## src/rtl/doodle_pkg.sv

```systemverilog
// Shared geometry, FSM encoding and helpers for the platform scroll scheduler.
// Row positions are signed 11-bit screen y; scan arithmetic is done at 12 bits.
package doodle_pkg;

    localparam int NUM_ROWS   = 31;
    localparam int NUM_COLS   = 3;
    localparam int ROW_PITCH  = 30;
    localparam int ROW_Y0     = -162;
    localparam int SCREEN_H   = 768;
    localparam int ROW_SPAN   = 930;
    localparam int MAX_SCROLL = 29;

    localparam int ROW_W  = 5;
    localparam int Y_W    = 11;
    localparam int CALC_W = 12;
    localparam int AMT_W  = 5;

    localparam logic [15:0] LFSR_SEED = 16'hACE1;
    localparam logic [15:0] LFSR_TAPS = 16'hB400;

    typedef enum logic [1:0] {
        ST_IDLE = 2'd0,
        ST_SCAN = 2'd1,
        ST_DONE = 2'd2
    } state_e;

    function automatic logic signed [Y_W-1:0] row_init_y(input int r);
        return Y_W'(ROW_Y0 + ROW_PITCH * r);
    endfunction

    // A fresh row always gets at least one active column: an all-zero random
    // pattern falls back to a single column picked from two further bits.
    function automatic logic [NUM_COLS-1:0] pick_act(input logic [4:0] bits);
        if (bits[2:0] != 3'b000) begin
            return bits[2:0];
        end
        case (bits[4:3])
            2'd1:    return 3'b010;
            2'd2:    return 3'b100;
            default: return 3'b001;
        endcase
    endfunction

endpackage

```

## src/rtl/random_sonya_coin.sv

```systemverilog
// Free-running 16-bit Galois LFSR (x^16+x^14+x^13+x^11+1) that steps every clock.
// Reset reloads the fixed nonzero seed so platform patterns repeat after reset.
module random_sonya_coin
    import doodle_pkg::*;
(
    input  logic        clk,
    input  logic        rst,
    output logic [15:0] rand_o
);

    logic [15:0] lfsr_q;
    logic [15:0] lfsr_d;

    always_comb begin
        lfsr_d = {1'b0, lfsr_q[15:1]} ^ (lfsr_q[0] ? LFSR_TAPS : 16'h0000);
    end

    // NOTE: sequential state uses non-blocking assignments so every flop samples
    // the pre-edge value of its inputs regardless of block ordering.
    always_ff @(posedge clk) begin
        if (rst) begin
            lfsr_q <= LFSR_SEED;
        end else begin
            lfsr_q <= lfsr_d;
        end
    end

    assign rand_o = lfsr_q;

endmodule

```

## src/rtl/platform_scroll_scheduler.sv

```systemverilog
// Per-frame scroll scan: moves all 31 platform rows down by the requested amount,
// one row per cycle, recycling rows that fall off the bottom back to the top.
module platform_scroll_scheduler
    import doodle_pkg::*;
(
    input  logic                  clk,
    input  logic                  rst,
    input  logic                  frame_start,
    input  logic [5:0]            scroll_amt,
    output logic                  wr_en,
    output logic [ROW_W-1:0]      wr_row,
    output logic signed [Y_W-1:0] wr_y,
    output logic [NUM_COLS-1:0]   wr_act,
    output logic                  busy,
    output logic                  done,
    output logic                  overrun,
    output logic [15:0]           rows_recycled
);

    state_e                  state_q, state_d;
    logic [ROW_W-1:0]        row_cnt_q, row_cnt_d;
    logic [AMT_W-1:0]        amt_q, amt_d;
    logic signed [Y_W-1:0]   row_y_q [NUM_ROWS];
    logic signed [Y_W-1:0]   row_y_d [NUM_ROWS];
    logic [NUM_COLS-1:0]     act_q [NUM_ROWS];
    logic [NUM_COLS-1:0]     act_d [NUM_ROWS];
    logic                    overrun_q, overrun_d;
    logic [15:0]             recycled_q, recycled_d;
    logic                    done_q, done_d;

    logic [15:0]             lfsr_val;
    logic                    unused_lfsr_bits;
    logic signed [Y_W-1:0]   cur_y;
    logic signed [CALC_W-1:0] sum_y;
    logic signed [CALC_W-1:0] new_y;
    logic                    recycle;
    logic [NUM_COLS-1:0]     fresh_act;

    random_sonya_coin u_rng (
        .clk    (clk),
        .rst    (rst),
        .rand_o (lfsr_val)
    );

    assign unused_lfsr_bits = ^lfsr_val[15:5];

    // Since the scroll amount is below the row pitch, one subtraction of the
    // span is enough to bring any row back inside the visible band.
    always_comb begin
        cur_y     = row_y_q[row_cnt_q];
        sum_y     = CALC_W'(cur_y) + $signed({{(CALC_W-AMT_W){1'b0}}, amt_q});
        recycle   = (sum_y >= $signed(CALC_W'(SCREEN_H)));
        new_y     = recycle ? (sum_y - $signed(CALC_W'(ROW_SPAN))) : sum_y;
        fresh_act = pick_act(lfsr_val[4:0]);
    end

    // NOTE: every signal written below gets a default first, so no path through
    // the case statement can leave one unassigned and infer a latch.
    always_comb begin
        state_d    = state_q;
        row_cnt_d  = row_cnt_q;
        amt_d      = amt_q;
        row_y_d    = row_y_q;
        act_d      = act_q;
        overrun_d  = overrun_q;
        recycled_d = recycled_q;
        done_d     = 1'b0;
        wr_en      = 1'b0;
        wr_row     = '0;
        wr_y       = '0;
        wr_act     = '0;
        busy       = 1'b0;

        if (frame_start && (state_q != ST_IDLE)) begin
            overrun_d = 1'b1;
        end

        case (state_q)
            ST_IDLE: begin
                if (frame_start && (scroll_amt != 6'd0)) begin
                    state_d   = ST_SCAN;
                    row_cnt_d = '0;
                    amt_d     = (scroll_amt > 6'(MAX_SCROLL)) ? AMT_W'(MAX_SCROLL)
                                                             : scroll_amt[AMT_W-1:0];
                end
            end
            ST_SCAN: begin
                busy   = 1'b1;
                wr_en  = 1'b1;
                wr_row = row_cnt_q;
                wr_y   = new_y[Y_W-1:0];
                wr_act = recycle ? fresh_act : act_q[row_cnt_q];
                row_y_d[row_cnt_q] = new_y[Y_W-1:0];
                if (recycle) begin
                    act_d[row_cnt_q] = fresh_act;
                    recycled_d       = recycled_q + 16'd1;
                end
                if (row_cnt_q == ROW_W'(NUM_ROWS - 1)) begin
                    state_d = ST_DONE;
                end else begin
                    row_cnt_d = row_cnt_q + ROW_W'(1);
                end
            end
            ST_DONE: begin
                done_d  = 1'b1;
                state_d = ST_IDLE;
            end
            default: begin
                state_d = ST_IDLE;
            end
        endcase
    end

    // NOTE: the row table is reset explicitly because it is the authoritative
    // platform layout, not scratch storage that gets overwritten before use.
    always_ff @(posedge clk) begin
        if (rst) begin
            state_q    <= ST_IDLE;
            row_cnt_q  <= '0;
            amt_q      <= '0;
            overrun_q  <= 1'b0;
            recycled_q <= '0;
            done_q     <= 1'b0;
            for (int r = 0; r < NUM_ROWS; r++) begin
                row_y_q[r] <= row_init_y(r);
                act_q[r]   <= '0;
            end
        end else begin
            state_q    <= state_d;
            row_cnt_q  <= row_cnt_d;
            amt_q      <= amt_d;
            overrun_q  <= overrun_d;
            recycled_q <= recycled_d;
            done_q     <= done_d;
            row_y_q    <= row_y_d;
            act_q      <= act_d;
        end
    end

    // done is registered off the DONE state, landing 33 cycles after frame_start.
    assign done          = done_q;
    assign overrun       = overrun_q;
    assign rows_recycled = recycled_q;

endmodule

```

## config.mk

```make
export PLATFORM = sky130hd
export DESIGN_NAME = platform_scroll_scheduler
export DESIGN_NICKNAME = d
export VERILOG_FILES = /design/src/rtl/doodle_pkg.sv /design/src/rtl/random_sonya_coin.sv /design/src/rtl/platform_scroll_scheduler.sv
export SDC_FILE = /design/constraint.sdc
export NUM_CORES = 1
export LEC_CHECK = 0
export ABC_AREA = 1
export ABC_CLOCK_PERIOD_IN_PS = 8000
export BUFFER_PORTS_ARGS = -buffer_cell sky130_fd_sc_hd__buf_2
export CAP_MARGIN = 20
export CORE_AREA = 4 4 313 284
export CTS_CLUSTER_DIAMETER = 60
export DETAILED_ROUTE_END_ITERATION = 7
export DIE_AREA = 0 0 317 288
export GPL_ROUTABILITY_DRIVEN = 0
export SETUP_SLACK_MARGIN = 0.15
export SKIP_LAST_GASP = 1
export SLEW_MARGIN = 20
export SYNTH_ARGS = -nofsm -noshare
export SYNTH_HDL_FRONTEND = slang
export SYNTH_SLANG_ARGS = --single-unit
```

## constraint.sdc

```tcl
create_clock -name clk -period 8 [get_ports clk]
set_input_delay 0.4 -clock clk [delete_from_list [all_inputs] [get_ports clk]]
set_output_delay 0.4 -clock clk [all_outputs]
set_load 0.01 [all_outputs]
```

==> flow_metrics.py <==
metrics = {
    "routing": {
        "topRoutingLayerUsed": "met4",
        "wirelength_um": 78900,
        "dr.pass1.iters": 6,
        "drt-met1-wl_um": 36600,
        "drc": 0,
        "detail_route.vias_per_cell": 4.98,
        "ant_nets": 0,
        "wl_met2_um": 31500,
        "wire_per_inst_um": 18.3,
        "initialDrtViolationCount": 2603,
        "wl_met3_um": 8980,
        "dr_total_vias": 21513,
    },
    "timing": {
        "max_freq_ghz": 0.144,
        "period_minus_slack_ps": 6950,
        "finClkSkew_ps": 27.0,
        "drv_slew": 0,
        "worst_pin_slew_ps": 1040,
        "finalSetupTns_ps": 0,
        "holdWs_ps": 97.0,
        "final_hold_viol_count": 0,
        "slew_headroom_pct": 30.2,
        "finalCritPeriodShare_pct": 86.9,
        "rsz0062_at_grt": "no",
        "final-setup-viol-count": 0,
    },
    "synthesis": {
        "synth_mux_area_share_pct": 0,
        "synth_flop_cell": "dfxtp_1",
        "syn-cell-area_sq_mm": 0.0221,
        "synth_top_family_by_area": "compound AO/OA/AOI/OAI gates",
        "yosysSeqAreaShare_pct": 43.5,
        "synth_cells": 3197,
        "synthDistinctLibCells": 49,
        "synth_edf_count": 0,
        "synthSimpleGateAreaFrac_pct": 20.3,
        "synth_compound_area_share_pct": 23.5,
        "ys_warn_count": 0,
        "async_flop_share_pct": 0,
        "synth_xor_area_share_pct": 0.832,
        "syn_avg_cell_area_sq_um": 6.91,
        "synthAdderAreaFrac_pct": 0.827,
        "ys_seq_elements": 480,
        "syn_nets": 3220,
    },
    "power_and_ir_drop": {
        "p_sw_uw": 1840,
        "p_sw_share_pct": 31.7,
        "leakagePower_uw": 0.0108,
        "ir_worst_vdd_uv": 139,
        "p_int_uw": 3980,
        "seq_power_share_pct": 41.8,
        "p_comb_share_pct": 17.1,
        "p_clk_share_pct": 41.1,
        "powerDensity_mw_per_mm2": 233,
    },
    "worst_setup_path": {
        "r2r-start": "row_cnt_q[0]",
        "crit_fanout": 40,
        "max_stage_delay_ps": 550,
        "arrival_ps": 6550,
        "worst-r2r-setup-slack_ps": 2170,
        "critPathSlowestCell": "buf_4",
        "crit_start": "row_cnt_q[0]",
        "path_class": "reg -> out",
        "cp.required_ps": 7600,
        "r2r_cells": 23,
        "crit_path_end_kind": "output port",
        "start_kind": "flip-flop",
    },
    "cells_and_area": {
        "syn2layout_area_growth_pct": 12.8,
        "layout_commonest_cell": "nand2_1",
        "instances_no_fill": 4322,
        "drive_above_1_share_pct": 7.55,
        "layout_common_cells": "nand2_1, dfxtp_1, nor2_1",
        "final_nets": 3161,
        "fillers": 9405,
    },
    "worst_hold_path": {
        "hold_start": "frame_start",
        "holdPathStages": 3,
        "hold_path.class": "in -> reg",
    },
    "clocking": {
        "cts_max_level": 2,
        "post_cts_resized": 0,
        "clk_pin_slew_ps": 70,
        "cts_setup_buffers": 0,
        "clockBufferDepth": 3,
        "cts-root-buf": "clkbuf_16",
        "cts_tree": "built",
        "cts.sinks": 480,
        "clock_latency_ps": 610,
        "cts_buffers": 49,
        "holdBufCountCts": 0,
    },
    "job": {
        "drv_cap": 0,
    },
    "floorplan": {
        "die_w_um": 317,
        "rows": 102,
        "initial_utilization_pct": 25.8,
        "die_area_sq_mm": 0.0913,
        "io_pins": 48,
        "die_h_um": 288,
        "core_area_sq_mm": 0.0856,
    },
    "grt": {
        "grt_start_max_net_pins": 177,
        "grt_first_pass_wirelength_um": 118000,
        "grt_remaining_overflow": 0,
        "gr-usage-all-layers_pct": 16.7,
        "antenna_found_initial": 1,
        "first_global_vias": 18858,
    },
    "run_status": {
        "status": "finished, final reports clean",
    },
    "placement": {
        "dp_cells": 4231,
        "place_hpwl_um": 50900,
        "port_buffers": 47,
    },
}
-- synthesized netlist by cell type, types with 2 or more instances --
library cell / count / area [sq um]
clkbuf_1: 139 / 522
a311oi_1: 3 / 26.3
nor4_1: 4 / 25.0
nor3_1: 14 / 70.1
a31oi_1: 4 / 25.0
nor2_2: 6 / 37.5
buf_4: 17 / 128
a21oi_1: 381 / 1910
o211ai_1: 11 / 82.6
nand3_1: 113 / 566
o21ai_1: 106 / 531
buf_6: 10 / 113
ha_1: 13 / 163
clkinv_1: 8 / 30.0
nand2_1: 524 / 1970
nor2_8: 2 / 40.0
dfxtp_1: 480 / 9610
a221oi_1: 7 / 61.3
buf_2: 31 / 155
a22oi_1: 22 / 165
nand4_1: 14 / 87.6
o21ai_0: 382 / 1910
a22o_1: 3 / 26.3
nor2_1: 401 / 1510
inv_1: 366 / 1370
nand3_2: 3 / 30.0
inv_2: 16 / 60.1
nand2_2: 12 / 75.1
a211oi_1: 10 / 75.1
xnor2_1: 5 / 43.8
inv_4: 3 / 18.8
o221ai_1: 21 / 184
o2111ai_1: 9 / 78.8
buf_1: 14 / 52.6
o22ai_1: 9 / 56.3
xor2_1: 16 / 140
or2_2: 6 / 37.5
-- logic make-up (layout without fill, tap and decap cells) --
logic type,after synthesis,after routing
AO/OA/AOI/OAI,974,974
XOR/XNOR,21,21
adder cells (fa/ha/maj),14,14
buffers and inverters,604,584
flip-flops,480,480
other,0,1
AND/OR/NAND/NOR,1104,1104
-- final timing paths --
path | endpoint
worst min-delay path | overrun
worst max register to register | row_y_q[24]
worst min register to register | u_rng.rand_o[14]
worst max-delay path | wr_y[4]
-- routing by layer --
layer | up-vias | GRT usage (%)
li1 | 10301 | -
met1 | 9991 | 25.5
met2 | 1103 | 23.5
met3 | 118 | 3.35
met4 | 0 | 4.26
met5 | - | 0
-- critical path: cells and delay by family, from the launching register on --
kind	cells	cell delay (ps)
compound gates	6	1360
fa+ha+maj	1	370
simple gates	14	2110
buf+inv	4	1630
flops	1	420
-- sequential cells by signal, summed over array words and instances (netlist names) --
name,cells
rows_recycled,16
row_y_q,341
act_q,93
u_rng.rand_o,16
amt_q,5
row_cnt_q,5
state_q,2
done,1
overrun,1
-- metrics by stage --
stage                     total power (uW)  worst slack (ps)  util, %  cell area [sq um]
after floorplan                       3090              3530        -              22100
after global placement                3450              2080     27.2              23300
after detailed placement              3450              2010     27.2              23300
after CTS                             5820              1290     29.1              24900
after global routing                  6010               732     29.1              24900
final                                 5820              1050     29.1              24900
-- power by group through the flow --
stage | Clock, uW | Sequential, uW | Combinational, uW
floorplan | 0 | 2480 | 616
global placement | 0 | 2480 | 965
detailed placement | 0 | 2480 | 964
CTS | 2420 | 2430 | 969
global route | 2520 | 2430 | 1050
finish | 2390 | 2430 | 997
-- final cells by class --
cell class | count | area [sq um] | share of cell area (%)
Sequential cell | 480 | 9610 | 38.6
Clock buffer | 74 | 1490 | 5.98
Timing Repair Buffer | 101 | 688 | 2.76
Tap cell | 1144 | 1430 | 5.74
Multi-Input combinational cell | 2113 | 10000 | 40.3
Inverter | 393 | 1480 | 5.95
Clock inverter | 16 | 166 | 0.668
Antenna cell | 1 | 2.50 | 0.0100
No activity file was read; power rests on OpenSTA's default activity.
